**src/rtl/apb_spi_fifo_rf_pkg.sv**
```systemverilog
// Shared definitions for the SPI master APB register file.
// Holds the register word indices, CTRL/STATUS bit positions, TX frame
// field offsets and a helper that packs a command frame.
package apb_spi_fifo_rf_pkg;

  localparam int ADDR_W = 4;

  // Register word indices
  localparam logic [ADDR_W-1:0] REG_CMD    = 4'd0;
  localparam logic [ADDR_W-1:0] REG_ADDR   = 4'd1;
  localparam logic [ADDR_W-1:0] REG_LEN    = 4'd2;
  localparam logic [ADDR_W-1:0] REG_WDATA  = 4'd3;
  localparam logic [ADDR_W-1:0] REG_RDATA  = 4'd4;
  localparam logic [ADDR_W-1:0] REG_CTRL   = 4'd5;
  localparam logic [ADDR_W-1:0] REG_STATUS = 4'd6;

  // CTRL bit positions
  localparam int CTRL_TX_EN   = 0;
  localparam int CTRL_RX_EN   = 1;
  localparam int CTRL_IRQ_EN  = 2;
  localparam int CTRL_FLUSH   = 3;
  localparam int CTRL_DIV_LSB = 16;

  // STATUS W1C bit positions
  localparam int STAT_TX_OVF = 4;
  localparam int STAT_RX_UDF = 5;

  // TX frame field offsets
  localparam int FRAME_CMD_LSB  = 28;
  localparam int FRAME_ADDR_LSB = 24;
  localparam int FRAME_LEN_LSB  = 16;

  function automatic logic [31:0] pack_frame(input logic [3:0]  cmd,
                                             input logic [3:0]  addr,
                                             input logic [7:0]  len,
                                             input logic [15:0] wdata);
    logic [31:0] f;
    f = '0;
    f[FRAME_CMD_LSB  +: 4] = cmd;
    f[FRAME_ADDR_LSB +: 4] = addr;
    f[FRAME_LEN_LSB  +: 8] = len;
    f[15:0]                = wdata;
    return f;
  endfunction

endpackage

```
**src/rtl/apb_spi_fifo_rf_if.sv**
```systemverilog
// APB slave bus bundle for the SPI register file.
// master: drives psel/penable/paddr/pwrite/pwdata, samples prdata/pready/pslverr.
// slave : the reverse.
interface apb_spi_fifo_rf_if import apb_spi_fifo_rf_pkg::*; ();
  logic              psel;
  logic              penable;
  logic [ADDR_W-1:0] paddr;
  logic              pwrite;
  logic [31:0]       pwdata;
  logic [31:0]       prdata;
  logic              pready;
  logic              pslverr;

  modport master (output psel, penable, paddr, pwrite, pwdata,
                  input  prdata, pready, pslverr);
  modport slave  (input  psel, penable, paddr, pwrite, pwdata,
                  output prdata, pready, pslverr);
endinterface

```
**src/rtl/apb_spi_fifo_rf_sync_fifo.sv**
```systemverilog
// spi_sync_fifo: single-clock FIFO with flush and level reporting.
// Ports: clk, rst (sync, active-high), push/din, pop, flush, head (combinational
// read of the oldest entry, no fall-through), full, empty, level.
// A push while full and a pop while empty are ignored; flush beats both.
module spi_sync_fifo #(
  parameter int WIDTH = 32,
  parameter int DEPTH = 8
) (
  input  logic                   clk,
  input  logic                   rst,
  input  logic                   push,
  input  logic [WIDTH-1:0]       din,
  input  logic                   pop,
  input  logic                   flush,
  output logic [WIDTH-1:0]       head,
  output logic                   full,
  output logic                   empty,
  output logic [$clog2(DEPTH):0] level
);
  localparam int PTR_W = $clog2(DEPTH);
  localparam int LVL_W = PTR_W + 1;
  localparam logic [LVL_W-1:0] FULL_LVL = LVL_W'(DEPTH);

  logic [WIDTH-1:0] mem [DEPTH];
  logic [PTR_W-1:0] wr_ptr;
  logic [PTR_W-1:0] rd_ptr;
  logic             push_ok;
  logic             pop_ok;

  // Fullness is judged on the registered level, so a full FIFO refuses a
  // push even when it pops in the same cycle.
  assign full    = (level == FULL_LVL);
  assign empty   = (level == '0);
  assign push_ok = push & ~full;
  assign pop_ok  = pop & ~empty;
  assign head    = mem[rd_ptr];

  // Pointer and level bookkeeping; flush returns the FIFO to empty.
  always_ff @(posedge clk) begin
    if (rst || flush) begin
      wr_ptr <= '0;
      rd_ptr <= '0;
      level  <= '0;
    end else begin
      if (push_ok) wr_ptr <= wr_ptr + 1'b1;
      if (pop_ok)  rd_ptr <= rd_ptr + 1'b1;
      case ({push_ok, pop_ok})
        2'b10:   level <= level + 1'b1;
        2'b01:   level <= level - 1'b1;
        default: level <= level;
      endcase
    end
  end

  // Storage needs no reset: the pointers decide what is valid.
  always_ff @(posedge clk) begin
    if (push_ok) mem[wr_ptr] <= din;
  end

endmodule

```
**src/rtl/apb_spi_fifo_rf.sv**
```systemverilog
// apb_spi_fifo_rf: APB register file for the SPI master with TX/RX FIFOs.
// Ports: pclk_i/rst_i (sync active-high), apb (slave modport), eot_i,
// spi clock divider outputs, TX stream (data/vld out, rdy in), RX stream
// (data/vld in, rdy out) and the registered interrupt irq_o.
module apb_spi_fifo_rf
  import apb_spi_fifo_rf_pkg::*;
#(
  parameter int          TX_DEPTH = 8,
  parameter int          RX_DEPTH = 8,
  parameter logic [15:0] DIV_RST  = 16'd1
) (
  input  logic                 pclk_i,
  input  logic                 rst_i,
  apb_spi_fifo_rf_if.slave     apb,
  output logic                 spi_clk_div_vld_o,
  output logic [15:0]          spi_clk_div_o,
  input  logic                 eot_i,
  output logic [31:0]          stream_data_tx_o,
  output logic                 stream_data_tx_vld_o,
  input  logic                 stream_data_tx_rdy_i,
  input  logic [31:0]          stream_data_rx_i,
  input  logic                 stream_data_rx_vld_i,
  output logic                 stream_data_rx_rdy_o,
  output logic                 irq_o
);
  logic wr, rd;
  logic [3:0]  cmd_q, addr_q;
  logic [7:0]  len_q, eot_cnt_q;
  logic [31:0] wdata_q;
  logic [15:0] div_q, div_eff;
  logic tx_en_q, rx_en_q, irq_en_q, tx_ovf_q, rx_udf_q, irq_q;
  logic tx_push, tx_pop, tx_full, tx_empty;
  logic rx_push, rx_pop, rx_full, rx_empty;
  logic tx_ovf_evt, rx_udf_evt, flush, status_wr;
  logic [31:0] tx_head, rx_head, status_word;
  logic [$clog2(TX_DEPTH):0] tx_level;
  logic [$clog2(RX_DEPTH):0] rx_level;

  assign wr = apb.psel & apb.penable &  apb.pwrite;
  assign rd = apb.psel & apb.penable & ~apb.pwrite;

  assign tx_push    = wr && (apb.paddr == REG_WDATA);
  assign tx_ovf_evt = tx_push & tx_full;
  assign rx_pop     = rd && (apb.paddr == REG_RDATA);
  assign rx_udf_evt = rx_pop & rx_empty;
  assign flush      = wr && (apb.paddr == REG_CTRL) && apb.pwdata[CTRL_FLUSH];
  assign status_wr  = wr && (apb.paddr == REG_STATUS);

  assign div_eff              = (div_q == 16'd0) ? 16'd1 : div_q;
  assign spi_clk_div_o        = div_eff;
  assign spi_clk_div_vld_o    = 1'b1;
  assign apb.pready           = 1'b1;
  assign apb.pslverr          = tx_ovf_evt | rx_udf_evt;
  assign stream_data_tx_o     = tx_head;
  assign stream_data_tx_vld_o = tx_en_q & ~tx_empty;
  assign tx_pop               = stream_data_tx_vld_o & stream_data_tx_rdy_i;
  assign stream_data_rx_rdy_o = rx_en_q & ~rx_full;
  assign rx_push              = stream_data_rx_vld_i & stream_data_rx_rdy_o;
  assign irq_o                = irq_q;

  spi_sync_fifo #(.WIDTH(32), .DEPTH(TX_DEPTH)) u_tx_fifo (
    .clk(pclk_i), .rst(rst_i), .push(tx_push),
    .din(pack_frame(cmd_q, addr_q, len_q, apb.pwdata[15:0])),
    .pop(tx_pop), .flush(flush), .head(tx_head),
    .full(tx_full), .empty(tx_empty), .level(tx_level)
  );

  spi_sync_fifo #(.WIDTH(32), .DEPTH(RX_DEPTH)) u_rx_fifo (
    .clk(pclk_i), .rst(rst_i), .push(rx_push), .din(stream_data_rx_i),
    .pop(rx_pop), .flush(flush), .head(rx_head),
    .full(rx_full), .empty(rx_empty), .level(rx_level)
  );

  assign status_word = {8'(rx_level), 8'(tx_level), eot_cnt_q, 2'b00,
                        rx_udf_q, tx_ovf_q, rx_full, rx_empty, tx_full, tx_empty};

  // Software-visible registers. A STATUS write zeroes the EOT counter even
  // if eot_i pulses in the same cycle.
  always_ff @(posedge pclk_i) begin
    if (rst_i) begin
      cmd_q     <= '0;
      addr_q    <= '0;
      len_q     <= '0;
      wdata_q   <= '0;
      tx_en_q   <= 1'b0;
      rx_en_q   <= 1'b0;
      irq_en_q  <= 1'b0;
      div_q     <= DIV_RST;
      tx_ovf_q  <= 1'b0;
      rx_udf_q  <= 1'b0;
      eot_cnt_q <= '0;
      irq_q     <= 1'b0;
    end else begin
      if (wr && apb.paddr == REG_CMD)   cmd_q   <= apb.pwdata[3:0];
      if (wr && apb.paddr == REG_ADDR)  addr_q  <= apb.pwdata[3:0];
      if (wr && apb.paddr == REG_LEN)   len_q   <= apb.pwdata[7:0];
      if (tx_push)                      wdata_q <= apb.pwdata;
      if (wr && apb.paddr == REG_CTRL) begin
        tx_en_q  <= apb.pwdata[CTRL_TX_EN];
        rx_en_q  <= apb.pwdata[CTRL_RX_EN];
        irq_en_q <= apb.pwdata[CTRL_IRQ_EN];
        div_q    <= apb.pwdata[CTRL_DIV_LSB +: 16];
      end
      if (tx_ovf_evt)
        tx_ovf_q <= 1'b1;
      else if (status_wr && apb.pwdata[STAT_TX_OVF])
        tx_ovf_q <= 1'b0;
      if (rx_udf_evt)
        rx_udf_q <= 1'b1;
      else if (status_wr && apb.pwdata[STAT_RX_UDF])
        rx_udf_q <= 1'b0;
      if (status_wr)
        eot_cnt_q <= '0;
      else if (eot_i && eot_cnt_q != 8'hFF)
        eot_cnt_q <= eot_cnt_q + 8'd1;
      irq_q <= irq_en_q & (~rx_empty | tx_empty | tx_ovf_q | rx_udf_q);
    end
  end

  // Read mux; only drives data during a read access.
  always_comb begin
    apb.prdata = '0;
    if (rd) begin
      case (apb.paddr)
        REG_CMD:    apb.prdata = {28'd0, cmd_q};
        REG_ADDR:   apb.prdata = {28'd0, addr_q};
        REG_LEN:    apb.prdata = {24'd0, len_q};
        REG_WDATA:  apb.prdata = wdata_q;
        REG_RDATA:  apb.prdata = rx_empty ? 32'd0 : rx_head;
        REG_CTRL:   apb.prdata = {div_eff, 13'd0, irq_en_q, rx_en_q, tx_en_q};
        REG_STATUS: apb.prdata = status_word;
        default:    apb.prdata = '0;
      endcase
    end
  end

endmodule

```
**src/flat_wrapper.sv**
```systemverilog
// flat-port wrapper written by rule: the top's interface ports become plain ports
module apb_spi_fifo_rf_flat import apb_spi_fifo_rf_pkg::*;
#(
  parameter int          TX_DEPTH = 8,
  parameter int          RX_DEPTH = 8,
  parameter logic [15:0] DIV_RST  = 16'd1
)
  (pclk_i, rst_i, spi_clk_div_vld_o, spi_clk_div_o, eot_i, stream_data_tx_o, stream_data_tx_vld_o, stream_data_tx_rdy_i, stream_data_rx_i, stream_data_rx_vld_i, stream_data_rx_rdy_o, irq_o, apb_psel, apb_penable, apb_paddr, apb_pwrite, apb_pwdata, apb_prdata, apb_pready, apb_pslverr);
  apb_spi_fifo_rf_if apb_i ();
  input  logic pclk_i;
  input  logic rst_i;
  output logic spi_clk_div_vld_o;
  output logic [15:0] spi_clk_div_o;
  input  logic eot_i;
  output logic [31:0] stream_data_tx_o;
  output logic stream_data_tx_vld_o;
  input  logic stream_data_tx_rdy_i;
  input  logic [31:0] stream_data_rx_i;
  input  logic stream_data_rx_vld_i;
  output logic stream_data_rx_rdy_o;
  output logic irq_o;
  input wire logic [$bits(apb_i.psel)-1:0] apb_psel;
  input wire logic [$bits(apb_i.penable)-1:0] apb_penable;
  input wire logic [$bits(apb_i.paddr)-1:0] apb_paddr;
  input wire logic [$bits(apb_i.pwrite)-1:0] apb_pwrite;
  input wire logic [$bits(apb_i.pwdata)-1:0] apb_pwdata;
  output wire logic [$bits(apb_i.prdata)-1:0] apb_prdata;
  output wire logic [$bits(apb_i.pready)-1:0] apb_pready;
  output wire logic [$bits(apb_i.pslverr)-1:0] apb_pslverr;
  assign apb_i.psel = apb_psel;
  assign apb_i.penable = apb_penable;
  assign apb_i.paddr = apb_paddr;
  assign apb_i.pwrite = apb_pwrite;
  assign apb_i.pwdata = apb_pwdata;
  assign apb_prdata = apb_i.prdata;
  assign apb_pready = apb_i.pready;
  assign apb_pslverr = apb_i.pslverr;
  apb_spi_fifo_rf #(.TX_DEPTH(TX_DEPTH), .RX_DEPTH(RX_DEPTH), .DIV_RST(DIV_RST)) u_core (.pclk_i(pclk_i), .rst_i(rst_i), .apb(apb_i), .spi_clk_div_vld_o(spi_clk_div_vld_o), .spi_clk_div_o(spi_clk_div_o), .eot_i(eot_i), .stream_data_tx_o(stream_data_tx_o), .stream_data_tx_vld_o(stream_data_tx_vld_o), .stream_data_tx_rdy_i(stream_data_tx_rdy_i), .stream_data_rx_i(stream_data_rx_i), .stream_data_rx_vld_i(stream_data_rx_vld_i), .stream_data_rx_rdy_o(stream_data_rx_rdy_o), .irq_o(irq_o));
endmodule
```
**config.mk**
```make
export PLATFORM = sky130hd
export DESIGN_NAME = apb_spi_fifo_rf_flat
export DESIGN_NICKNAME = d
export VERILOG_FILES = /design/src/rtl/apb_spi_fifo_rf_pkg.sv /design/src/rtl/apb_spi_fifo_rf_if.sv /design/src/rtl/apb_spi_fifo_rf_sync_fifo.sv /design/src/rtl/apb_spi_fifo_rf.sv /design/src/flat_wrapper.sv
export SDC_FILE = /design/constraint.sdc
export NUM_CORES = 1
export LEC_CHECK = 0
export ABC_CLOCK_PERIOD_IN_PS = 5000
export CAP_MARGIN = 20
export CORE_AREA = 4 4 293 151
export DETAILED_ROUTE_END_ITERATION = 8
export DIE_AREA = 0 0 297 155
export PLACE_DENSITY = 0.9
export SYNTH_ARGS = -nofsm -noshare
export SYNTH_HDL_FRONTEND = slang
export SYNTH_SLANG_ARGS = --single-unit
```
**constraint.sdc**
```tcl
create_clock -name pclk_i -period 5 [get_ports pclk_i]
set_input_delay 0.5 -clock pclk_i [delete_from_list [all_inputs] [get_ports pclk_i]]
set_output_delay 0.5 -clock pclk_i [all_outputs]
set_load 0.01 [all_outputs]
```
# [Word-level counts from Yosys, hierarchy flattened]
# Memory sizes are Yosys's and may differ from the RTL's. A register that Yosys moved wholly into a read port is not among the register bits.
# Cells that the tools add are included.
[op_classes] addsub=9 eq_ne=13 muxes=18 n_bitwise=23 n_reduce_logical=21
[ops] cell="$pmux W32 S7" count=1
[ops] cell="$mux W32" count=2
[ops] cell="$logic_not A16 Y1" count=1
[ops] cell="$mux W16" count=1
[ops] cell="$pmux W4 S2" count=2
[ops] cell="$and A1 B1 Y1" count=14
[ops] cell="$add A3 B1 Y3 const B" count=4
[ops] cell="$eq A4 B3 Y1 const B" count=3
[ops] cell="$logic_not A4 Y1" count=3
[ops] cell="$mux W3" count=4
[ops] cell="$logic_and A1 B1 Y1" count=11
[ops] cell="$add A4 B1 Y4 const B" count=2
[ops] cell="$add A8 B1 Y8 const B" count=1
[ops] cell="$eq A4 B2 Y1 const B" count=2
[ops] cell="$eq A4 B4 Y1 const B" count=2
[ops] cell="$mux W1" count=8
[ops] cell="$ne A8 B8 Y1 const B" count=1
[ops] cell="$reduce_bool A2 Y1" count=4
[ops] cell="$sub A4 B1 Y4 const B" count=2
[ops] cell="$not A1 Y1" count=5
[ops] cell="$eq A2 B1 Y1 const B" count=2
[ops] cell="$eq A2 B2 Y1 const B" count=2
[ops] cell="$eq A4 B1 Y1 const B" count=1
[ops] cell="$or A1 B1 Y1" count=4
[ops] cell="2 further kinds" count=2
[word_totals] regBits=98 mem_bits_rw=512 in_bits=76 elab_cells=104 n_memories=2
[memory_table] memory="u_core.u_rx_fifo.mem" words=8 width=32 read_ports=1 rd_clocked_by_memory_dff=1 write_ports=1 line_no="apb_spi_fifo_rf_sync_fifo.sv:24" source="logic [WIDTH-1:0] mem [DEPTH];"
[memory_table] memory="u_core.u_tx_fifo.mem" words=8 width=32 read_ports=1 rd_clocked_by_memory_dff=1 write_ports=1 line_no="apb_spi_fifo_rf_sync_fifo.sv:24"

# [Depth between registers and ports, before layout]
[logic_depth] word_depth=7 mapped_depth=14 ltp_nobuf=11

# [Modules after synthesis]
# Synthesis repeated with hierarchy kept, for this count alone.
[hier_totals] hier_cells=1375 hier_area_um2=24720.0
[by_module_without_submodules] module="spi_sync_fifo" n_inst=2 cells_per_inst=447 area_each_um2=10425.0
[by_module_without_submodules] module="apb_spi_fifo_rf" n_inst=1 cells_per_inst=481 area_each_um2=3870.0

# [Worst setup path after synthesis]
# Ideal clock, no wire load.
[synth_path] path_type="in2reg" start="in apb_paddr[3]" end="mem u_core.u_tx_fifo.mem[1][0], enable pin" setup_ns=0.461 arrival_ns=3.610 required_ns=4.539 setup_slack_ns=0.929 stages=7 path_buffers=3 cell_sequence="buf_4 -> and4bb_1 -> buf_4 -> and2_1 -> buf_4 -> nand3_1 -> nor3_1"
[synth_via] elab_chain_len=5
[synth_lines] item="from (decl)" line_no="flat_wrapper.sv:24" source="input wire logic [$bits(apb_i.paddr)-1:0] apb_paddr;"
[synth_lines] item="$eq A4 B2 Y1" line_no="apb_spi_fifo_rf.sv:42" source="assign tx_push = wr && (apb.paddr == REG_WDATA);"
[synth_lines] item="$logic_and A1 B1 Y1" line_no="apb_spi_fifo_rf.sv:42"
[synth_lines] item="$and A1 B1 Y1" line_no="apb_spi_fifo_rf_sync_fifo.sv:34" source="assign push_ok = push & ~full;"
[synth_lines] item="$mux W1" line_no="apb_spi_fifo_rf_sync_fifo.sv:57" source="if (push_ok) mem[wr_ptr] <= din;"
[synth_lines] item="$mux W1 (not written as such)" line_no="apb_spi_fifo_rf_sync_fifo.sv:57"
[synth_lines] item="to (decl)" line_no="apb_spi_fifo_rf_sync_fifo.sv:24"
# No other way between the ends.

# [Worst setup path in the final report]
[layout_path] start="in apb_paddr[1]" end="out apb_prdata[3]"
[layout_via] elab_chain_len=3 elab_cells_between_ends=9 cone_classes="eq/ne: 6; mux: 2; reduce/logical: 1"
[layout_lines] item="$eq A4 B3 Y1 (tied with other cells)" line_no="apb_spi_fifo_rf.sv:124" source="case (apb.paddr)"
[layout_lines] item="$pmux W32 S7 (*)" line_no="apb_spi_fifo_rf.sv:124"
[layout_lines] item="$mux W32 (*)" line_no="apb_spi_fifo_rf.sv:123" source="if (rd) begin"
[layout_lines] item="to (decl)" line_no="flat_wrapper.sv:27" source="output wire logic [$bits(apb_i.prdata)-1:0] apb_prdata;"
# Every way passes the cells marked *; elsewhere a longest branch is shown, timed or not.

==> results_dict.tcl <==
set metrics [dict create \
    initial_core_util_pct 58.48 \
    fmax_mhz 246.4 \
    ys.flop_type "edfxtp_1" \
    antenna_left 0 \
    p_leak_nw 9.109 \
    clock_skew_ns 0.02634 \
    total_power_mw 9.855 \
    post-cts-setup-buffer-count 0 \
    setup_viol 0 \
    hpwl_um 35660 \
    netlist_area_mm2 0.02432 \
    synth_edf_count 512 \
    via_count 14370 \
    routed_wirelength_um 62870 \
    clk_pin_slew_ns 0.07 \
    drc 0 \
    syn_inst 1390 \
    grt_remaining_overflow 0 \
    crit_slowest_cell "clkdlybuf4s50_1" \
    fin_nets 1625 \
    fin_crit_sh_pct 81.18 \
    relSlewSlack_pct 34.71 \
    grt_setup_unrepaired "false" \
    timing.rr.end "u_core.u_rx_fifo.level[2]$_SDFFE_PP0P_" \
    end_kind "output port" \
    chipHeight_um 155 \
    path_common_cell "clkdlybuf4s50_1" \
    crit_chain "clkdlybuf4s50_1 > nor4b_4 > nand3_2 > o22ai_1 > clkdlybuf4s50_1" \
    clock_sinks 616 \
    track_usage_pct 27.16 \
    vdd_drop_max_mv 0.2668 \
    grt_pass1_vias 14300 \
    cp-start-kind "primary input" \
    path_class "primary input to output port" \
    tightest_slew_ns 0.9793 \
    synthToLayoutAreaGrowth_pct 16.34 \
    drt_iter0_drc 2100 \
    wl_per_cell_um 29.45 \
    gp_congestion 0.8972 \
    cts_htree_levels 2 \
    finalHoldViolations 0 \
    drt-pass1-iter-count 8 \
    rows 53 \
    status "complete, no violations" \
    avgViaCountPerCell 6.728 \
    synthTopCellsByArea "edfxtp_1, mux4_2, dfxtp_1" \
    grt_pass1_wl_um 94140 \
    hold_path.class "primary input to flop" \
    regToRegSetupSlack_ns 1.81 \
    max_stage_delay_ns 0.74 \
    clock_path_buffers 3 \
    cts_resized 0 \
    ys_seq_area_share_pct 71.79 \
    port_buffers 159 \
    die_w_um 297 \
    ys_ff_latch 616 \
    synth_top_area_share_pct 63.23 \
    cts_hold_buf 0 \
    hold_depth 2 \
    fin_crit_ns 4.059 \
    crit_path_end "apb_prdata[3]" \
    slew_violations 0 \
    rr_worst_depth 10 \
    setup_tns_ns 0 \
    synth.avg_cell_area_um2 17.49 \
    cp.arrival_ns 3.56 \
    boundaryPins 162 \
    reg2reg_from "u_core.u_rx_fifo.level[0]$_SDFFE_PP0P_" \
    crit_path_start "apb_paddr[1]" \
    async_flop_share_pct 0 \
    maxCapViolations 0 \
    clk_latency_ns 0.59 \
    crit_fanout 29 \
    layout-drive-gt1-share_pct 19.35 \
    p_per_area_mw_per_mm2 348.4 \
    grt_max_degree 51 \
    crit_required_ns 4.50 \
    clockRootBuffer "clkbuf_16" \
    synth_cell_type_count 60 \
    die_area_mm2 0.04604 \
    synth_top_area_cell "edfxtp_1" \
    cts_tree "yes" \
    yosys_warnings 0 \
    core_area_mm2 0.04158 \
    grt_antenna_before_repair 4 \
    cts_buffers 52 \
]
==> cell usage after synthesis, types with 3 or more instances <==
master    number
nor4_1         5
edfxtp_1     512
or2_2          3
ha_1          11
mux2_2        34
o21ai_0        6
a22oi_1       20
nand4_1        5
nand2b_1       8
a311oi_1       4
nand3_1       19
dfxtp_1      104
buf_2         31
clkbuf_1      50
nor2_1        46
nand3b_1       4
nor3_1         7
a31oi_1        6
a22o_1        10
or3_1          4
inv_1          6
o22ai_1       31
a21oi_1       81
mux4_2       129
nand2_1      128
xnor2_1        3
and3b_1        3
mux2i_1       48
buf_4         15
xor2_1        12
and2_1         5
a21o_1         4
==> worst min path at each step <==
stage / from / end / slack, ns
2_1_floorplan: u_core.irq_en_q$_SDFFE_PP0P_ / u_core.irq_o$_SDFF_PP0_ / 0.42
3_3_place_gp: u_core.wdata_q[5]$_SDFFE_PP0P_ / u_core.wdata_q[5]$_SDFFE_PP0P_ / 0.44
3_5_place_dp: u_core.wdata_q[5]$_SDFFE_PP0P_ / u_core.wdata_q[5]$_SDFFE_PP0P_ / 0.45
4_1_cts: rst_i / u_core.div_q[12]$_SDFFE_PP0P_ / 0.39
5_1_grt: rst_i / u_core.div_q[14]$_SDFFE_PP0P_ / 0.42
6_report: rst_i / u_core.div_q[12]$_SDFFE_PP0P_ / 0.42
==> layout make-up <==
type	count	area, µm²
flip-flops and latches	616	17470
fillers	2391	13290
multi-input cells	670	6470
repair buffers	192	1904
clock buffers	73	1473
well taps	550	688.2
clock inverters	24	251.5
inverters	6	22.52
diodes	4	10.01
==> cell families (layout without fill, tap and decap cells) <==
| logic type | Yosys count | after routing | share of synthesized area [%] |
|---|---|---|---|
| multiplexers | 211 | 211 | 15.50 |
| XOR/XNOR | 15 | 15 | 0.5403 |
| adder cells (fa/ha/maj) | 11 | 11 | 0.5660 |
| AO/OA/AOI/OAI | 174 | 174 | 4.441 |
| other | 1 | 6 | 0.01542 |
| buffers and inverters | 105 | 295 | 2.074 |
| AND/OR/NAND/NOR | 257 | 257 | 5.074 |
| flip-flops | 616 | 616 | 71.79 |
==> metal layers <==
layer	up-vias	wire length [µm]	global-route usage, %
met2	1123	31430	46.17
li1	5797	-	-
met1	7198	21760	33.82
met4	0	3902	14.63
met3	247	5789	4.978
met5	-	0	0
==> power by group <==
part / leakage, nW / switching, mW / internal (mW)
clock network: 0.849 / 1.81 / 2.32
logic: 2.50 / 0.110 / 0.0711
registers: 5.76 / 0.00689 / 5.53
total: 9.11 / 1.93 / 7.93
==> metrics by stage <==
stage / hold WS (ns) / cells / util (%) / area [µm²] / setup WS, ns
floorplan: 0.4220 / 1391 / - / 24320 / 0.9293
global placement: 0.4432 / 2033 / 63.80 / 26530 / 1.052
detailed placement: 0.4467 / 2033 / 63.80 / 26530 / 0.9622
CTS: 0.3864 / 2130 / 67.95 / 28250 / 0.8764
global route: 0.4215 / 2135 / 68.04 / 28290 / 0.7323
finish: 0.4244 / 2135 / 68.04 / 28290 / 0.9410
==> layout by cell type (no fill, tap or decap), drive strengths merged, types with 11 or more instances in the layout <==
cell type and n:
a22oi 20, buf 34, xor2 12, nor2 46
a21oi 81, mux2 34, edfxtp 512, nand2 130
clkbuf 73, o22ai 31, mux2i 48, clkinv 15
nand3 20, clkdlybuf4s50 158, dfxtp 104, ha 11
mux4 129
==> worst max-delay path, delay by kind of cell <==
| kind | cells | cell delay (ns) |
|---|---|---|
| AND/OR/NAND/NOR | 2 | 1.07 |
| buffers and inverters | 2 | 1.37 |
| AO/OA/AOI/OAI | 1 | 0.62 |
==> registers in the layout, summed over array words and instances (netlist names), 4 cells and up, named ones only <==
signal,flops
u_core.u_rx_fifo.mem,256
u_core.u_tx_fifo.mem,256
u_core.wdata_q,32
u_core.div_q,16
u_core.eot_cnt_q,8
u_core.len_q,8
u_core.addr_q,4
u_core.cmd_q,4
u_core.u_rx_fifo.level,4
u_core.u_tx_fifo.level,4
Power figures use the tool's default switching activity.
